## src/rtl/iob2axi_wr_seg_pkg.sv

```systemverilog
// Shared AXI4 field widths and encodings, plus constants for the IOB-to-AXI write
// segmenter.
package iob2axi_wr_seg_pkg;

  localparam int unsigned AxiIdW    = 1;
  localparam int unsigned AxiLenW   = 8;
  localparam int unsigned AxiSizeW  = 3;
  localparam int unsigned AxiBurstW = 2;
  localparam int unsigned AxiLockW  = 1;
  localparam int unsigned AxiCacheW = 4;
  localparam int unsigned AxiProtW  = 3;
  localparam int unsigned AxiQosW   = 4;
  localparam int unsigned AxiRespW  = 2;

  localparam logic [AxiBurstW-1:0] AxiBurstIncr = 2'b01;

  localparam logic [AxiRespW-1:0] AxiRespOkay   = 2'b00;
  localparam logic [AxiRespW-1:0] AxiRespSlverr = 2'b10;

  // Normal non-cacheable modifiable, unprivileged non-secure data access.
  localparam logic [AxiCacheW-1:0] AxiCacheModifiable = 4'd2;
  localparam logic [AxiProtW-1:0]  AxiProtNonSecure   = 3'd2;

  // AXI bursts must not cross this boundary.
  localparam int unsigned AxiBoundaryBytes = 4096;

endpackage

```

## src/rtl/iob2axi_wr_seg_buf.sv

```systemverilog
// Two-entry FIFO between the native read port and the AXI W channel.
// Ports:
//   clk, rst          clock, asynchronous active-high reset (empties the buffer)
//   push_i / data_i   write one entry
//   pop_i / data_o    data_o is the head entry, pop_i drops it
//   full_o / empty_o  occupancy flags
// Pushing while full is only legal together with a pop.
module iob2axi_wr_seg_buf #(
  parameter int unsigned Width = 8
) (
  input  logic             clk,
  input  logic             rst,
  input  logic             push_i,
  input  logic [Width-1:0] data_i,
  input  logic             pop_i,
  output logic [Width-1:0] data_o,
  output logic             full_o,
  output logic             empty_o
);

  logic [Width-1:0] mem_q [2];
  logic             wr_ptr_q, rd_ptr_q;
  logic [1:0]       cnt_q;

  always_ff @(posedge clk or posedge rst) begin
    if (rst) begin
      mem_q[0] <= '0;
      mem_q[1] <= '0;
      wr_ptr_q <= 1'b0;
      rd_ptr_q <= 1'b0;
      cnt_q    <= 2'd0;
    end else begin
      if (push_i) begin
        mem_q[wr_ptr_q] <= data_i;
        wr_ptr_q        <= ~wr_ptr_q;
      end
      if (pop_i) begin
        rd_ptr_q <= ~rd_ptr_q;
      end
      // Simultaneous push and pop leaves the count unchanged.
      unique case ({push_i, pop_i})
        2'b10:   cnt_q <= cnt_q + 2'd1;
        2'b01:   cnt_q <= cnt_q - 2'd1;
        default: cnt_q <= cnt_q;
      endcase
    end
  end

  assign data_o  = mem_q[rd_ptr_q];
  assign full_o  = (cnt_q == 2'd2);
  assign empty_o = (cnt_q == 2'd0);

endmodule

```

## src/rtl/iob2axi_wr_seg.sv

```systemverilog
// Copies N beats from a native read port to AXI4 write bursts.
// Each burst is min(remaining, BURST_MAX, beats to the next 4 KB boundary) long.
// Ports:
//   clk, rst                    clock, asynchronous active-high reset
//   run_i, addr_i, length_i     start pulse, aligned byte address, beat count
//   ready_o, error_o            idle flag, sticky bad-response flag for last transfer
//   m_valid_o/m_addr_o/m_ready_i/m_rdata_i/m_rstrb_i   native read port
//   aw*, w*, b*                 AXI4 write address, data and response channels
module iob2axi_wr_seg
  import iob2axi_wr_seg_pkg::*;
#(
  parameter int unsigned ADDR_W    = 32,
  parameter int unsigned DATA_W    = 32,
  parameter int unsigned LEN_W     = 16,
  parameter int unsigned BURST_MAX = 16
) (
  input  logic                  clk,
  input  logic                  rst,

  input  logic                  run_i,
  input  logic [ADDR_W-1:0]     addr_i,
  input  logic [LEN_W-1:0]      length_i,
  output logic                  ready_o,
  output logic                  error_o,

  output logic                  m_valid_o,
  output logic [ADDR_W-1:0]     m_addr_o,
  input  logic                  m_ready_i,
  input  logic [DATA_W-1:0]     m_rdata_i,
  input  logic [DATA_W/8-1:0]   m_rstrb_i,

  output logic [AxiIdW-1:0]     awid_o,
  output logic [ADDR_W-1:0]     awaddr_o,
  output logic [AxiLenW-1:0]    awlen_o,
  output logic [AxiSizeW-1:0]   awsize_o,
  output logic [AxiBurstW-1:0]  awburst_o,
  output logic [AxiLockW-1:0]   awlock_o,
  output logic [AxiCacheW-1:0]  awcache_o,
  output logic [AxiProtW-1:0]   awprot_o,
  output logic [AxiQosW-1:0]    awqos_o,
  output logic                  awvalid_o,
  input  logic                  awready_i,

  output logic [DATA_W-1:0]     wdata_o,
  output logic [DATA_W/8-1:0]   wstrb_o,
  output logic                  wlast_o,
  output logic                  wvalid_o,
  input  logic                  wready_i,

  input  logic [AxiIdW-1:0]     bid_i,
  input  logic [AxiRespW-1:0]   bresp_i,
  input  logic                  bvalid_i,
  output logic                  bready_o
);

  localparam int unsigned SizeLog = $clog2(DATA_W / 8);
  localparam int unsigned StrbW   = DATA_W / 8;
  localparam int unsigned BufW    = DATA_W + StrbW + 1;

  typedef enum logic [1:0] {StIdle, StAddr, StData, StResp} state_e;

  state_e               state_q, state_d;
  logic [ADDR_W-1:0]    addr_q, addr_d;      // base address of the current burst
  logic [LEN_W-1:0]     rem_q, rem_d;        // beats left, current burst included
  logic [AxiLenW-1:0]   awlen_q, awlen_d;
  logic [8:0]           req_cnt_q, req_cnt_d; // native requests issued in this burst
  logic                 error_q, error_d;

  logic [8:0]           blen;
  logic [LEN_W-1:0]     rem_after;
  logic [ADDR_W-1:0]    next_base;
  logic [8:0]           first_beats, next_beats;

  logic                 push, pop, buf_full, buf_empty, buf_last;
  logic [BufW-1:0]      buf_din, buf_dout;

  logic                 unused_bid;
  assign unused_bid = ^bid_i;

  function automatic logic [8:0] burst_beats(input logic [11:0] page_off,
                                             input logic [LEN_W-1:0] remaining);
    logic [12:0] to_bound;
    logic [31:0] beats;
    to_bound = (13'(AxiBoundaryBytes) - {1'b0, page_off}) >> SizeLog;
    beats    = 32'(remaining);
    if ({19'd0, to_bound} < beats) beats = {19'd0, to_bound};
    if (BURST_MAX < beats) beats = BURST_MAX;
    return beats[8:0];
  endfunction

  assign blen        = {1'b0, awlen_q} + 9'd1;
  assign rem_after   = rem_q - LEN_W'(blen);
  assign next_base   = addr_q + (ADDR_W'(blen) << SizeLog);
  assign first_beats = burst_beats(addr_i[11:0], length_i);
  assign next_beats  = burst_beats(next_base[11:0], rem_after);

  // W channel straight from the buffer head.
  assign wvalid_o = ~buf_empty;
  assign pop      = wvalid_o & wready_i;
  assign wdata_o  = buf_dout[BufW-1 -: DATA_W];
  assign wstrb_o  = buf_dout[StrbW:1];
  assign buf_last = buf_dout[0];
  assign wlast_o  = buf_last;

  // A full buffer still takes a beat when its head leaves this cycle, which keeps
  // the native side streaming at one beat per cycle; only the native request
  // sees wready, every AXI valid comes from state or buffer registers.
  assign m_valid_o = (state_q == StData) && (req_cnt_q < blen) && (!buf_full || pop);
  assign m_addr_o  = addr_q + (ADDR_W'(req_cnt_q) << SizeLog);
  assign push      = m_valid_o & m_ready_i;
  assign buf_din   = {m_rdata_i, m_rstrb_i, (req_cnt_q == blen - 9'd1)};

  assign ready_o   = (state_q == StIdle);
  assign error_o   = error_q;
  assign awvalid_o = (state_q == StAddr);
  assign bready_o  = (state_q == StResp);
  assign awaddr_o  = addr_q;
  assign awlen_o   = awlen_q;
  assign awid_o    = '0;
  assign awsize_o  = AxiSizeW'(SizeLog);
  assign awburst_o = AxiBurstIncr;
  assign awlock_o  = '0;
  assign awcache_o = AxiCacheModifiable;
  assign awprot_o  = AxiProtNonSecure;
  assign awqos_o   = '0;

  always_comb begin
    state_d   = state_q;
    addr_d    = addr_q;
    rem_d     = rem_q;
    awlen_d   = awlen_q;
    req_cnt_d = req_cnt_q;
    error_d   = error_q;
    unique case (state_q)
      StIdle: begin
        if (run_i && (length_i != '0)) begin
          addr_d    = addr_i;
          rem_d     = length_i;
          awlen_d   = AxiLenW'(first_beats - 9'd1);
          req_cnt_d = '0;
          error_d   = 1'b0;
          state_d   = StAddr;
        end
      end
      StAddr: begin
        if (awready_i) state_d = StData;
      end
      StData: begin
        if (push) req_cnt_d = req_cnt_q + 9'd1;
        if (pop && buf_last) state_d = StResp;
      end
      StResp: begin
        if (bvalid_i) begin
          if (bresp_i != AxiRespOkay) error_d = 1'b1;
          if (rem_after != '0) begin
            addr_d    = next_base;
            rem_d     = rem_after;
            awlen_d   = AxiLenW'(next_beats - 9'd1);
            req_cnt_d = '0;
            state_d   = StAddr;
          end else begin
            state_d   = StIdle;
          end
        end
      end
      default: state_d = StIdle;
    endcase
  end

  always_ff @(posedge clk or posedge rst) begin
    if (rst) begin
      state_q   <= StIdle;
      addr_q    <= '0;
      rem_q     <= '0;
      awlen_q   <= '0;
      req_cnt_q <= '0;
      error_q   <= 1'b0;
    end else begin
      state_q   <= state_d;
      addr_q    <= addr_d;
      rem_q     <= rem_d;
      awlen_q   <= awlen_d;
      req_cnt_q <= req_cnt_d;
      error_q   <= error_d;
    end
  end

  iob2axi_wr_seg_buf #(
    .Width (BufW)
  ) u_buf (
    .clk     (clk),
    .rst     (rst),
    .push_i  (push),
    .data_i  (buf_din),
    .pop_i   (pop),
    .data_o  (buf_dout),
    .full_o  (buf_full),
    .empty_o (buf_empty)
  );

endmodule
```

## config.mk

```make
export PLATFORM = sky130hd
export DESIGN_NAME = iob2axi_wr_seg
export DESIGN_NICKNAME = d
export VERILOG_FILES = /design/src/rtl/iob2axi_wr_seg_pkg.sv /design/src/rtl/iob2axi_wr_seg_buf.sv /design/src/rtl/iob2axi_wr_seg.sv
export SDC_FILE = /design/constraint.sdc
export NUM_CORES = 1
export LEC_CHECK = 0
export ABC_AREA = 1
export BUFFER_PORTS_ARGS = -buffer_cell sky130_fd_sc_hd__buf_4
export CAP_MARGIN = 20
export CELL_PAD_IN_SITES_DETAIL_PLACEMENT = 1
export CELL_PAD_IN_SITES_GLOBAL_PLACEMENT = 1
export CORE_MARGIN = 10
export CORE_UTILIZATION = 43
export DETAILED_ROUTE_END_ITERATION = 6
export GPL_TIMING_DRIVEN = 0
export PLACE_DENSITY = 0.95
export SLEW_MARGIN = 5
export SYNTH_ARGS = -nofsm -noshare
export SYNTH_HDL_FRONTEND = slang
export SYNTH_SLANG_ARGS = --single-unit
```

## constraint.sdc

```tcl
create_clock -name clk -period 12.11 [get_ports clk]
set_input_delay 1.211 -clock clk [delete_from_list [all_inputs] [get_ports clk]]
set_output_delay 1.211 -clock clk [all_outputs]
set_load 0.01 [all_outputs]
```

==> reports/metrics.yaml <==
flow_run:
  max-cap-violations: 0
floorplanning:
  die_x_um: 179
  die-area_um2: 32100
  start_util: 0.435
  num_rows: 58
  fp.dieH_um: 179
  core_um2: 25000
  pin_count: 227
timing:
  worst_pin_slew_ns: 1.00
  clock_skew_ns: 0.0173
  rsz0062_at_grt: "false"
  setup_viol: 0
  period_minus_slack_ns: 6.34
  finalMaxSlewViolations: 0
  whs_ns: 0.489
  timing.fmax_ghz: 0.158
  hold_viol_final: 0
  tns_ns: 0
  fin_crit_sh: 0.523
  fin_ws_ns: 5.77
  relSlewSlack: 0.324
synthesis:
  syn-cell-area_um2: 10900
  syn_avg_cell_area_um2: 7.10
  synth_top_cell_by_area: "dfrtp_1"
  ys_seq_area_frac: 0.336
  synth_flop_cell: "dfrtp_1"
  synth_most_common_cell: "nand2_1"
  synth_compound_area_frac: 0.137
  synth-edff-count: 0
  ys_ff_latch: 146
  synth_top_cells_by_area: "dfrtp_1 34%, nand2_1 16%, ha_1 7.6%, inv_1 6.5%, o21ai_0 6.0%"
  synth-simple-area-share: 0.286
  async_flop_share: 1.00
  synthCells: 1533
  yosys_warnings: 0
  synth_xor_area_frac: 0.0602
  synth_top_family_by_area: "simple AND/OR/NAND/NOR gates"
  synthMuxAreaShare: 0.000919
  synth_fa_ha_area_frac: 0.0814
  synth_top_area_frac: 0.336
  synth.cells.most_frequent: "462 x nand2_1, 189 x inv_1, 146 x dfrtp_1"
  yosysUniqueCellTypes: 56
place:
  hpwl_um: 34300
  place_congestion: 0.964
  dp_slack_ns: 5.99
  dp_cells: 2087
  portBuffers: 207
worst_setup_path:
  cp_data_required_time_ns: 12.44
  cp_max_fo: 9
  startpoint_type: "flop"
  endpoint_kind: "flop"
  worstSetupPathType: "flop to flop"
  crit_slowest_cell: "dfrtp_1"
  slowest_delay_ns: 0.58
  crit_top_cell: "nand2_1"
  arrival_ns: 6.67
outcome:
  run_status: "finished, final reports clean"
layout:
  fillers: 3261
  drive_gt1_frac: 0.187
  fin_cells: 2120
  area.growth.synth_to_final_pct: 24.6
  nets: 1939
power_and_ir_drop:
  finalPower_mw: 4.75
  power_density_nw_per_um2: 350
  p_leak_nw: 7.00
  ir_worst_vdd_uv: 164
global_routing:
  grt_pass1_wl_um: 69600
  grt_pass1_vias: 12900
  grt_max_degree: 104
  grt_use_total: 0.275
  antenna_found_initial: 2
  overflow: 0
drt:
  routed_wl_um: 44600
  via_per_inst: 5.54
  firstDrtPassIters: 6
  wl_per_cell_um: 21.0
  drt.antenna.violating_nets: 0
  drc: 0
  via_count: 11700
  drt-initial-drc-count: 793
clocking:
  clk_pin_slew_worst_paths_ns: 0.08
  cts_resized: 0
  cts_tree: "yes"
  postCtsSetupBuffers: 0
  ctsHoldBuffers: 0
  cts_max_path_buffers: 2
  numClockSinks: 146
  numCtsBuffers: 17
  clk_latency_ns: 0.45
  htreeDepth: 4
  root_buffer: "clkbuf_16"
hold_path:
  hold_class: "flop to flop"
==> cells by family after synthesis <==
logic type	Yosys count
AOI/OAI and AO/OA	261
xor gates and xnor gates	74
adders and majority gates	69
buffers and inverters	261
DFF	146
muxes	1
other	2
and+or+nand+nor	719
==> routing by layer <==
layer | up-vias | part of all wire | track usage
met3 | 141 | 0.068 | 0.0545
met2 | 468 | 0.48 | 0.472
met1 | 5737 | 0.40 | 0.318
li1 | 5396 | - | -
met5 | - | 0.00025 | 0
met4 | 2 | 0.050 | 0.142
==> final timing paths <==
kind,start,endpoint,cells after the start,slack [ns]
max reg2reg,awlen_o[0],awlen_o[4],36,5.77
max in group asynchronous,rst,req_cnt_q[8],3,10.51
min,u_buf.mem_q[18],u_buf.mem_q[18],2,0.49
min in group asynchronous,rst,awaddr_o[21],2,0.76
max,awlen_o[0],awlen_o[4],36,5.77
min reg2reg,u_buf.mem_q[18],u_buf.mem_q[18],2,0.49
==> per-stage QoR <==
| step | area, um2 | util |
|---|---|---|
| finish | 13600 | 0.542 |
| detailed placement | 13000 | 0.517 |
| CTS | 13600 | 0.542 |
| global route | 13600 | 0.542 |
| floorplan | 10900 | - |
| global placement | 12900 | 0.516 |
==> critical path: cells and delay by family (launching register included) <==
kind                       cells  cell delay (ns)
buffers and inverters          5             0.47
adders and majority gates      4             1.16
and+or+nand+nor               22             2.46
xor gates and xnor gates       2             0.78
DFF                            1             0.58
AOI/OAI and AO/OA              3             0.76
==> layout make-up <==
| type | instances | area [um2] | area share |
|---|---|---|---|
| clock buffer | 17 | 425 | 0.0314 |
| timing repair buffer | 208 | 1580 | 0.117 |
| sequential | 146 | 3650 | 0.269 |
| clock inverter | 15 | 185 | 0.0137 |
| buffer | 64 | 332 | 0.0244 |
| inverter | 197 | 747 | 0.0551 |
| tap | 330 | 413 | 0.0304 |
| multi-input combinational | 1142 | 6220 | 0.459 |
| antenna | 1 | 2.50 | 0.000184 |
==> state kept, by name (all words and copies together), names as in the netlist, 2 cells and up <==
| register | flops |
|---|---|
| u_buf.cnt_q | 2 |
| awlen_o | 8 |
| u_buf.mem_q | 74 |
| req_cnt_q | 9 |
| rem_q | 16 |
| state_q | 2 |
| awaddr_o | 32 |
==> where the power goes <==
part / internal (mW) / switching [mW]
Sequential: 0.713 / 0.212
Clock: 0.282 / 0.271
Combinational: 1.15 / 2.12
==> placed cells by master (no fill, tap or decap), drive strengths merged, types with 3 or more instances in the layout <==
master / instances
nand2: 483
buf: 238
inv: 203
dfrtp: 146
o21ai: 140
nor2: 102
nand3: 81
ha: 66
a21oi: 62
xor2: 57
clkbuf: 51
nor3: 22
conb: 18
a31oi: 17
xnor2: 17
nand4: 14
a22oi: 9
clkinv: 8
o21bai: 7
a211oi: 6
o211ai: 6
or2: 6
nor4: 5
nand3b: 4
fa: 3
No activity file was read; power rests on OpenSTA's default activity.
